`config.mk`:
```
export PLATFORM = sky130hd
export DESIGN_NAME = tone_generator
export DESIGN_NICKNAME = d
export VERILOG_FILES = /design/src/rtl/tone_pkg.sv /design/src/rtl/tick_divider.sv /design/src/rtl/tone_generator.sv
export SDC_FILE = /design/constraint.sdc
export NUM_CORES = 1
export LEC_CHECK = 0
export CORE_UTILIZATION = 45
export DETAILED_ROUTE_END_ITERATION = 8
export PLACE_DENSITY = 0.7
export SLEW_MARGIN = 20
export SYNTH_ARGS = -nofsm -noshare
export SYNTH_HDL_FRONTEND = slang
export SYNTH_SLANG_ARGS = --single-unit
```
`constraint.sdc`:
```
create_clock -name clk -period 6 [get_ports clk]
set_input_delay 1.2 -clock clk [delete_from_list [all_inputs] [get_ports clk]]
set_output_delay 1.2 -clock clk [all_outputs]
set_load 0.02 [all_outputs]
```
`src/rtl/tone_pkg.sv`:
```
// Shared definitions for the tone generator and later multi-voice channels.
// Holds the state encoding, the datapath widths and the sample encoder.
package tone_pkg;

    localparam int SAMPLE_W = 8;
    localparam int VOL_W    = 7;

    typedef enum logic [1:0] {
        IDLE = 2'd0,
        HIGH = 2'd1,
        LOW  = 2'd2
    } tone_state_t;

    // Signed amplitude for a state: +vol in HIGH, -vol in LOW, silence otherwise.
    function automatic logic [SAMPLE_W-1:0] sample_of(input tone_state_t s,
                                                       input logic [VOL_W-1:0] v);
        logic [SAMPLE_W-1:0] mag;
        mag = SAMPLE_W'(v);
        case (s)
            HIGH:    return mag;
            LOW:     return -mag;
            default: return '0;
        endcase
    endfunction

endpackage

```
`src/rtl/tick_divider.sv`:
```
// Free-running prescaler: tick is high for one clk cycle in every DIV cycles.
// Latency: first tick lands DIV cycles after reset release; DIV=1 ticks every cycle.
// Backpressure: none, the divider never stalls.
module tick_divider #(
    parameter int DIV = 1
) (
    input  logic clk,
    input  logic rst_n,
    output logic tick
);

    localparam int            CW   = (DIV > 1) ? $clog2(DIV) : 1;
    localparam logic [CW-1:0] LAST = CW'(DIV - 1);

    logic [CW-1:0] cnt_q;

    always_ff @(posedge clk or negedge rst_n) begin
        if (!rst_n) begin
            cnt_q <= '0;
        end else if (cnt_q == LAST) begin
            cnt_q <= '0;
        end else begin
            cnt_q <= cnt_q + CW'(1);
        end
    end

    assign tick = (cnt_q == LAST);

endmodule

```
`src/rtl/tone_generator.sv`:
```
// Square-wave tone generator with latched half-period and volume per half.
// Latency: outputs registered, one clk after the tick that changes state.
// Backpressure: none; a tone only starts or stops on a half boundary tick.
module tone_generator
    import tone_pkg::*;
#(
    parameter int PRESCALE = 1,
    parameter int HP_W     = 8
) (
    input  logic                clk,
    input  logic                rst_n,
    input  logic [HP_W-1:0]     half_period,
    input  logic                enable,
    input  logic [VOL_W-1:0]    volume,
    output logic                wave,
    output logic [SAMPLE_W-1:0] sample,
    output logic                wave_edge,
    output logic                busy
);

    logic                tick;
    tone_state_t         state_q, state_d;
    logic [HP_W-1:0]     cnt_q, cnt_d;
    logic [HP_W-1:0]     hp_q, hp_d;
    logic [VOL_W-1:0]    vol_q, vol_d;
    logic                start_ok;
    logic                wave_d;
    logic                wave_q;
    logic                edge_q;
    logic [SAMPLE_W-1:0] sample_q;

    tick_divider #(
        .DIV (PRESCALE)
    ) u_tick_divider (
        .clk   (clk),
        .rst_n (rst_n),
        .tick  (tick)
    );

    always_comb begin
        state_d  = state_q;
        cnt_d    = cnt_q;
        hp_d     = hp_q;
        vol_d    = vol_q;
        start_ok = enable && (half_period != '0);

        if (tick) begin
            case (state_q)
                IDLE: begin
                    if (start_ok) begin
                        hp_d    = half_period;
                        vol_d   = volume;
                        cnt_d   = HP_W'(1);
                        state_d = HIGH;
                    end
                end
                HIGH, LOW: begin
                    if (cnt_q != hp_q) begin
                        cnt_d = cnt_q + HP_W'(1);
                    end else if (start_ok) begin
                        // Half boundary: inputs are sampled only here.
                        hp_d    = half_period;
                        vol_d   = volume;
                        cnt_d   = HP_W'(1);
                        state_d = (state_q == HIGH) ? LOW : HIGH;
                    end else begin
                        cnt_d   = '0;
                        state_d = IDLE;
                    end
                end
                default: begin
                    cnt_d   = '0;
                    state_d = IDLE;
                end
            endcase
        end

        wave_d = (state_d == HIGH);
    end

    always_ff @(posedge clk or negedge rst_n) begin
        if (!rst_n) begin
            state_q  <= IDLE;
            cnt_q    <= '0;
            hp_q     <= '0;
            vol_q    <= '0;
            wave_q   <= 1'b0;
            edge_q   <= 1'b0;
            sample_q <= '0;
        end else begin
            state_q  <= state_d;
            cnt_q    <= cnt_d;
            hp_q     <= hp_d;
            vol_q    <= vol_d;
            wave_q   <= wave_d;
            edge_q   <= wave_d ^ wave_q;
            sample_q <= sample_of(state_d, vol_d);
        end
    end

    assign wave      = wave_q;
    assign wave_edge = edge_q;
    assign sample    = sample_q;
    assign busy      = (state_q != IDLE);

endmodule

```
---- Yosys cells after proc, flatten, opt, wreduce, memory -nomap -nowiden ----
Cells that the tools add are included.
storage, ports and cells
  bits of input ports ..................... 18
  word-level logic and storage cells ...... 47
  output and inout port bits .............. 11
  register bits ........................... 36
operators by class
  $add $sub $neg .......................... 3
  bitwise gates (word level) .............. 2
  reduce and logical (&&, ||, !) cells .... 8
  muxes and demuxes ....................... 19
  eq/ne operators ......................... 7
operators with widths
  cell                                                                    count
  8-bit case mux with 2 select lines                                      3
  8-bit two-way mux                                                       4
  7-bit two-way mux                                                       3
  7-bit case mux with 2 select lines                                      1
  2-bit two-way mux                                                       5
  8-bit by 1-bit adder with 8-bit output (second input constant)          1
  8-bit inequality test                                                   1
  7-bit negator with 8-bit output                                         1
  8-bit nonzero test                                                      1
  2-bit by 1-bit equality test with 1-bit output (second input constant)  2
  2-bit equality test (second input constant)                             2
  2-bit inequality test (second input constant)                           2
  2-bit case mux with 2 select lines                                      1
  2-bit nonzero test                                                      2
  3-bit AND reduction                                                     1
  2-bit logical NOT                                                       1
  1-bit two-way mux                                                       2
  2-bit AND reduction                                                     1
  2-bit OR reduction                                                      1
  1-bit adder (second input constant)                                     1
  1-bit logical AND                                                       1
  1-bit inverter                                                          1
  1-bit XOR                                                               1

---- Logic depth before layout (Yosys ltp) ----
Gate-level depths: netlist of run 1.
  depth in word-level cells ............... 8
  mapped depth ............................ 12
  gate-level depth less buffers ........... 11

---- Cells and area by module ----
A second synthesis of run 1 with hierarchy kept.
unflattened totals
  cell total of the unflattened synthesis .. 183
  area, all modules ....................... 1936.9 µm²
modules (own cells, without submodules)
  module          seq. area each (µm²)  times used  area an instance (µm²)  cells each
  tone_generator  875.8                 1           1925.6                  181
  tick_divider    0.0                   1           11.3                    2

---- Worst setup path after synthesis of run 1 ----
Ideal clock, no wire load.
  path type ............................... input to register
  start point ............................. in half_period[5]
  end point ............................... reg sample_q[4] (netlist: sample[4])
  buffers on the path ..................... 0
  slack ................................... 2.442 ns
  required time ........................... 5.920 ns
  stages .................................. 10
  setup time .............................. 0.080 ns
  arrival time ............................ 3.478 ns
  path through ............................ or4_1 > o21ai_0 > nor2_1 > nand3_1 > a21o_1 > inv_1 > ha_1 > nand2b_1 > or4b_1 > o211ai_2
between the ends
  longest elaborated chain between the ends .. 8
  elaborated cells between the ends (all ways) .. 15
  classes of those cells .................. add/sub (1); eq/ne (2); mux (10); reduce/logical (2)
ends and longest elaborated chain
  what                                                                                   line                  text
  start, declared                                                                        tone_generator.sv:12  input logic [HP_W-1:0] half_period,
  8-bit nonzero test *                                                                   tone_generator.sv:45  start_ok = enable && (half_period != '0);
  1-bit logical AND *                                                                    tone_generator.sv:45
  2-bit two-way mux                                                                      tone_generator.sv:60  end else if (start_ok) begin
  2-bit two-way mux                                                                      tone_generator.sv:58  if (cnt_q != hp_q) begin
  2-bit case mux with 2 select lines *                                                   tone_generator.sv:48  case (state_q)
  2-bit two-way mux *                                                                    tone_generator.sv:47  if (tick) begin
  via state_d[1]                                                                         tone_generator.sv:22  tone_state_t state_q, state_d;
  2-bit equality test or 2-bit by 1-bit equality test with 1-bit output (tied branches)  tone_pkg.sv:19        case (s)
  8-bit case mux with 2 select lines *                                                   tone_pkg.sv:19
  end signal, assigned                                                                   tone_generator.sv:97  sample_q <= sample_of(state_d, vol_d);
  end, declared                                                                          tone_generator.sv:30  logic [SAMPLE_W-1:0] sample_q;
The timed path passes the listed nets; every way through them passes the cells marked *.
A chain may end at the register's enable or synchronous reset.

---- Final worst setup path of run 1 ----
Ends and elaborated chain as after synthesis.

==> flow_metrics.py, run 1 <==
metrics = {
    "run_status": {
        "outcome": "finished clean",
    },
    "detailed_routing": {
        "wl_um": 4260,
        "drt-met1-wl_um": 2080,
        "wl_per_cell_um": 15.1,
        "ant_nets": 0,
        "drtIter0Drc": 58,
        "route.met2.wl_um": 1940,
        "via_count": 1558,
        "detail_route.first_pass.iterations": 4,
        "drc_errors": 0,
        "met3_length_um": 177,
        "top_layer": "met4",
        "vias_per_cell": 5.52,
    },
    "timing": {
        "tightest_slew_ps": 643,
        "rsz0062_at_grt": "no",
        "fin_crit_sh": 0.661,
        "setup_viol": 0,
        "max_slew_margin": 0.569,
        "fin_skew_ps": 9.17,
        "hold_viol": 0,
        "setup_tns_ps": 0,
        "finalCriticalPeriod_ps": 3970,
        "fmax_mhz": 252,
        "report.final.slew_viol_count": 0,
    },
    "clocking": {
        "clock-sinks": 35,
        "clk_latency_ps": 290,
        "cts-buffers-inserted": 5,
        "clk_pin_slew_ps": 70,
        "cts_root_buf": "clkbuf_8",
        "cts_setup_buffers": 0,
        "cts_resized": 0,
        "cts_buffer_depth": 2,
        "ctsHoldBuffers": 0,
        "htreeDepth": 2,
        "cts_tree": "done",
    },
    "worst_hold_path": {
        "hold_class": "reg -> reg",
        "hold_start": "wave$_DFF_PN0_",
    },
    "synthesis": {
        "ys_types": 49,
        "synth_area_um2": 2000,
        "avgSynthCellArea_um2": 10.1,
        "postSynthCellCount": 198,
        "synth_ff_type": "dfrtp_1",
        "ys_warn_count": 0,
        "yosysTopAreaCell": "dfrtp_1",
        "synth-seq-cells": 35,
        "syn_nets": 223,
        "async_flop_share": 1.00,
        "yosys.area.top_type_share": 0.437,
        "synth-edff-count": 0,
        "ys_seq_area_frac": 0.437,
        "yosys-top-cells-area": "dfrtp_1 44%, xor2_1 6.1%, mux2_2 4.5%, ha_1 4.4%, nand2_1 4.1%",
    },
    "die": {
        "rows": 23,
        "die_w_um": 68.7,
        "initial_utilization": 0.483,
        "dieArea_um2": 4720,
        "io_pins": 29,
        "core_area_um2": 4140,
        "die_h_um": 68.7,
    },
    "finish": {
        "drive_gt1_frac": 0.147,
        "final_core_util": 0.591,
        "final_nets": 256,
        "num_antenna_cells": 0,
        "instances_no_fill": 282,
        "area_growth_pct": 22.4,
    },
    "global_routing": {
        "grt_pass1_vias": 1468,
        "grt_remaining_overflow": 0,
        "antenna_found_initial": 0,
        "track_usage": 0.208,
        "grt_first_pass_wirelength_um": 7020,
        "grt_max_degree": 36,
    },
    "pwr": {
        "cellLeakagePower_nw": 1.09,
        "irDropWorstVdd_mv": 0.255,
        "p_per_area_nw_per_um2": 491,
    },
    "critical_path": {
        "required_ps": 6210,
        "cp_max_fo": 6,
        "r2r_start": "cnt_q[4]$_DFFE_PN0P_",
        "cp-startpoint": "half_period[5]",
        "crit_path_end_kind": "flop",
        "worstPathArrival_ps": 4180,
        "crit_type": "in -> reg",
        "startpoint_type": "input port",
    },
    "placed_design": {
        "port_buffers": 28,
        "dp.cells": 274,
        "gp_congestion": 0.808,
        "dp_hpwl_um": 3220,
    },
    "flow_run": {
        "max_cap_viol_count": 0,
    },
}
## per-layer routing
layer,GRT usage,vias to the layer above
li1,-,771
met1,0.292,737
met2,0.300,42
met3,0.0526,8
met4,0.0893,0
met5,0,-
## cell usage after synthesis, types with 2 or more instances
cell type  count
dfrtp_1       35
nand2_1       22
nor2_1        22
xor2_1        14
inv_1         11
a21oi_1       10
mux2_2         8
ha_1           7
o21ai_0        7
nand4_1        5
nor2b_1        5
nand3_1        4
a21o_1         3
a22o_2         3
a221oi_1       2
mux2i_1        2
nand2b_1       2
nor4_1         2
nor4_4         2
o31ai_1        2
or4_1          2
## worst paths after layout
check | endpoint | slack [ps] | depth (start not counted)
worst min-delay path | wave_edge$_DFF_PN0_ | 460 | 1
min in group asynchronous | sample[6]$_DFF_PN0_ | 1310 | 2
max in group asynchronous | hp_q[5]$_DFFE_PN0P_ | 4370 | 2
worst min register to register | wave_edge$_DFF_PN0_ | 460 | 1
worst max-delay path | sample[4]$_DFF_PN0_ | 2030 | 11
worst max register to register | sample[4]$_DFF_PN0_ | 2940 | 10
## registers in the layout (all words and copies together), names as in the netlist
register and count:
cnt_q 8, hp_q 8, sample 8, state_q 2, vol_q 7, wave 1, wave_edge 1
## logic make-up after synthesis
group                    count (synthesis)  synth area share
buffers and inverters                   14            0.0306
AO/OA/AOI/OAI                           41             0.161
AND/OR/NAND/NOR                         76             0.204
XOR/XNOR                                15            0.0693
adder cells (fa/ha/maj)                  7            0.0437
multiplexers                            10            0.0550
flip-flops                              35             0.437
## where the power goes
| part | switching (W) | internal, W |
|---|---|---|
| clock | 0.0000852 | 0.000134 |
| combinational | 0.000335 | 0.000258 |
| sequential | 0.0000641 | 0.000325 |
| total | 0.000485 | 0.000718 |
## worst max-delay path, stage by stage
cell and delay (ps):
clkdlybuf4s50_1 430, or4_1 560, o21ai_0 420, nor2_1 80, nand3_1 90, a21o_1 140, inv_1 50, ha_1 330
nand2b_1 240, or4b_1 540, o211ai_2 80
## layout by cell type, fill, tap and decap left out, types with 6 or more instances in the layout
cell	n
nor2_1	22
a21oi_1	10
xor2_1	14
mux2_2	8
o21ai_0	7
clkdlybuf4s50_1	28
inv_1	11
clkbuf_8	6
ha_1	7
dfrtp_1	35
nand2_1	22
## per-stage QoR
step	total power (W)	cell area, µm²	setup WS [ps]	hold WS [ps]
detailed placement	0.000983	2330	1720	456
global route	0.00129	2450	1830	483
finish	0.00120	2450	2030	459
CTS	0.00121	2450	2020	465
global placement	0.000974	2330	1830	449
floorplan	0.000814	2000	2440	501
## cell type report
cell class                 count  area [µm²]
clock buffer                   6        82.6
sequential                    35         876
timing repair buffer          29         288
clock inverter                 2        35.0
inverter                      11        41.3
tap                           50        62.6
multi-input combinational    149        1070
fill                         378        1690
(Power assumes the default switching activity.)
==> run 2: changes to the inputs <==
==> constraint.sdc (replaced) <==
create_clock -name clk -period 3.8 [get_ports clk]
set_input_delay 0.76 -clock clk [delete_from_list [all_inputs] [get_ports clk]]
set_output_delay 0.76 -clock clk [all_outputs]
set_load 0.02 [all_outputs]
==> flow_metrics.py, run 2 (same netlist as run 1, synthesis figures left out) <==
metrics = {
    "critical_path": {
        "required_ps": 4020,
        "startpoint_type": "input port",
        "cp_max_fo": 9,
        "worstPathArrival_ps": 3530,
        "crit_type": "in -> reg",
        "crit_path_end_kind": "flop",
    },
    "finish": {
        "final_nets": 261,
        "layout_commonest_cell": "dfrtp_1",
        "instances_no_fill": 286,
        "final_cell_mix": "35 x dfrtp_1, 28 x clkdlybuf4s50_1, 22 x nand2_1, 22 x nor2_1, 14 x xor2_1",
        "drive_gt1_frac": 0.161,
        "area_growth_pct": 22.7,
        "num_antenna_cells": 0,
        "design_area_um2": 2460,
    },
    "timing": {
        "finalCriticalPeriod_ps": 3320,
        "setup_tns_ps": 0,
        "fin_crit_sh": 0.873,
        "tightest_slew_ps": 654,
        "report.final.slew_viol_count": 0,
        "hold_viol": 0,
        "fmax_mhz": 301,
        "rsz0062_at_grt": "no",
        "setup_viol": 0,
        "fin_skew_ps": 13.1,
        "max_slew_margin": 0.562,
    },
    "detailed_routing": {
        "drc_errors": 0,
        "ant_nets": 0,
        "drt-met1-wl_um": 2250,
        "detail_route.first_pass.iterations": 4,
        "vias_per_cell": 5.45,
        "top_layer": "met4",
        "met3_length_um": 128,
        "via_count": 1560,
        "wl_per_cell_um": 15.1,
        "route.met2.wl_um": 1900,
        "wl_um": 4330,
        "drtIter0Drc": 84,
    },
    "placed_design": {
        "port_buffers": 28,
        "dp.cells": 279,
        "dp_hpwl_um": 3310,
        "gp_congestion": 0.848,
        "placed_area_um2": 2370,
    },
    "clocking": {
        "cts_tree": "done",
        "cts_buffer_depth": 2,
        "cts_root_buf": "clkbuf_8",
        "htreeDepth": 2,
        "cts-buffers-inserted": 5,
        "cts_resized": 0,
        "clk_pin_slew_ps": 70,
        "cts_setup_buffers": 0,
        "clock-sinks": 35,
        "clk_latency_ps": 290,
        "ctsHoldBuffers": 0,
    },
    "pwr": {
        "combPwrFrac": 0.521,
        "seq_power_share": 0.332,
        "irDropWorstVdd_mv": 0.421,
        "swShare": 0.412,
        "cellLeakagePower_nw": 1.10,
        "p_int_w": 0.00109,
        "pwr-share-clk": 0.147,
        "p_per_area_nw_per_um2": 755,
        "switchingPower_w": 0.000765,
    },
    "global_routing": {
        "grt_pass1_vias": 1481,
        "grt_first_pass_wirelength_um": 7100,
        "grt_remaining_overflow": 0,
        "grt_max_degree": 36,
        "track_usage": 0.209,
        "antenna_found_initial": 0,
    },
    "worst_hold_path": {
        "hold_class": "reg -> reg",
    },
    "die": {
        "rows": 23,
        "initial_utilization": 0.483,
        "dieArea_um2": 4720,
        "io_pins": 29,
        "die_w_um": 68.7,
        "die_h_um": 68.7,
        "core_area_um2": 4140,
    },
    "run_status": {
        "outcome": "finished clean",
    },
    "flow_run": {
        "max_cap_viol_count": 0,
    },
}
==> run 2: worst max-delay path, cell delays in order <==
cell	delay, ps
clkdlybuf4s50_1	510
nor4_1	90
a21oi_2	420
nand3_2	180
o21ai_0	180
nand2_1	90
a21o_1	170
ha_1	300
nand2b_1	220
or4b_1	540
o211ai_2	80
==> run 2: final cells by class <==
class	count	area [µm²]
well taps	50	62.6
repair buffers	34	325
flip-flops and latches	35	876
clock buffers	6	82.6
clock inverters	1	5.00
inverters	11	41.3
fillers	375	1690
multi-input cells	149	1070
==> run 2: power groups by stage <==
stage	clock (W)	sequential (W)	combinational (W)
final	0.000273	0.000616	0.000966
after global placement	0	0.000621	0.000954
after detailed placement	0	0.000624	0.000964
after CTS	0.000279	0.000618	0.000969
after floorplan	0	0.000643	0.000642
after global routing	0.000293	0.000632	0.00107
==> run 2: layer usage <==
layer  track usage  vias up
met5             0        -
met4        0.0536        0
met3        0.0510        7
met2         0.299       24
met1         0.314      745
li1              -      784
==> run 2: final timing paths <==
kind,start,endpoint,slack [ps],cells after the start
worst max-delay path,half_period[7],sample[4]$_DFF_PN0_,480,11
worst min-delay path,wave$_DFF_PN0_,wave_edge$_DFF_PN0_,450,1
worst max register to register,cnt_q[4]$_DFFE_PN0P_,sample[4]$_DFF_PN0_,870,11
worst min register to register,wave$_DFF_PN0_,wave_edge$_DFF_PN0_,450,1
max in group asynchronous,rst_n,cnt_q[4]$_DFFE_PN0P_,2590,2
min in group asynchronous,rst_n,sample[6]$_DFF_PN0_,880,2
==> run 2: stage by stage <==
stage / hold WS, ps / worst slack (ps) / total power (W) / utilization
after global placement: 449 / 159 / 0.00158 / 0.572
after floorplan: 464 / 682 / 0.00128 / -
after global routing: 481 / 223 / 0.00200 / 0.593
final: 455 / 481 / 0.00186 / 0.593
after CTS: 461 / 467 / 0.00187 / 0.593
after detailed placement: 453 / 178 / 0.00159 / 0.572
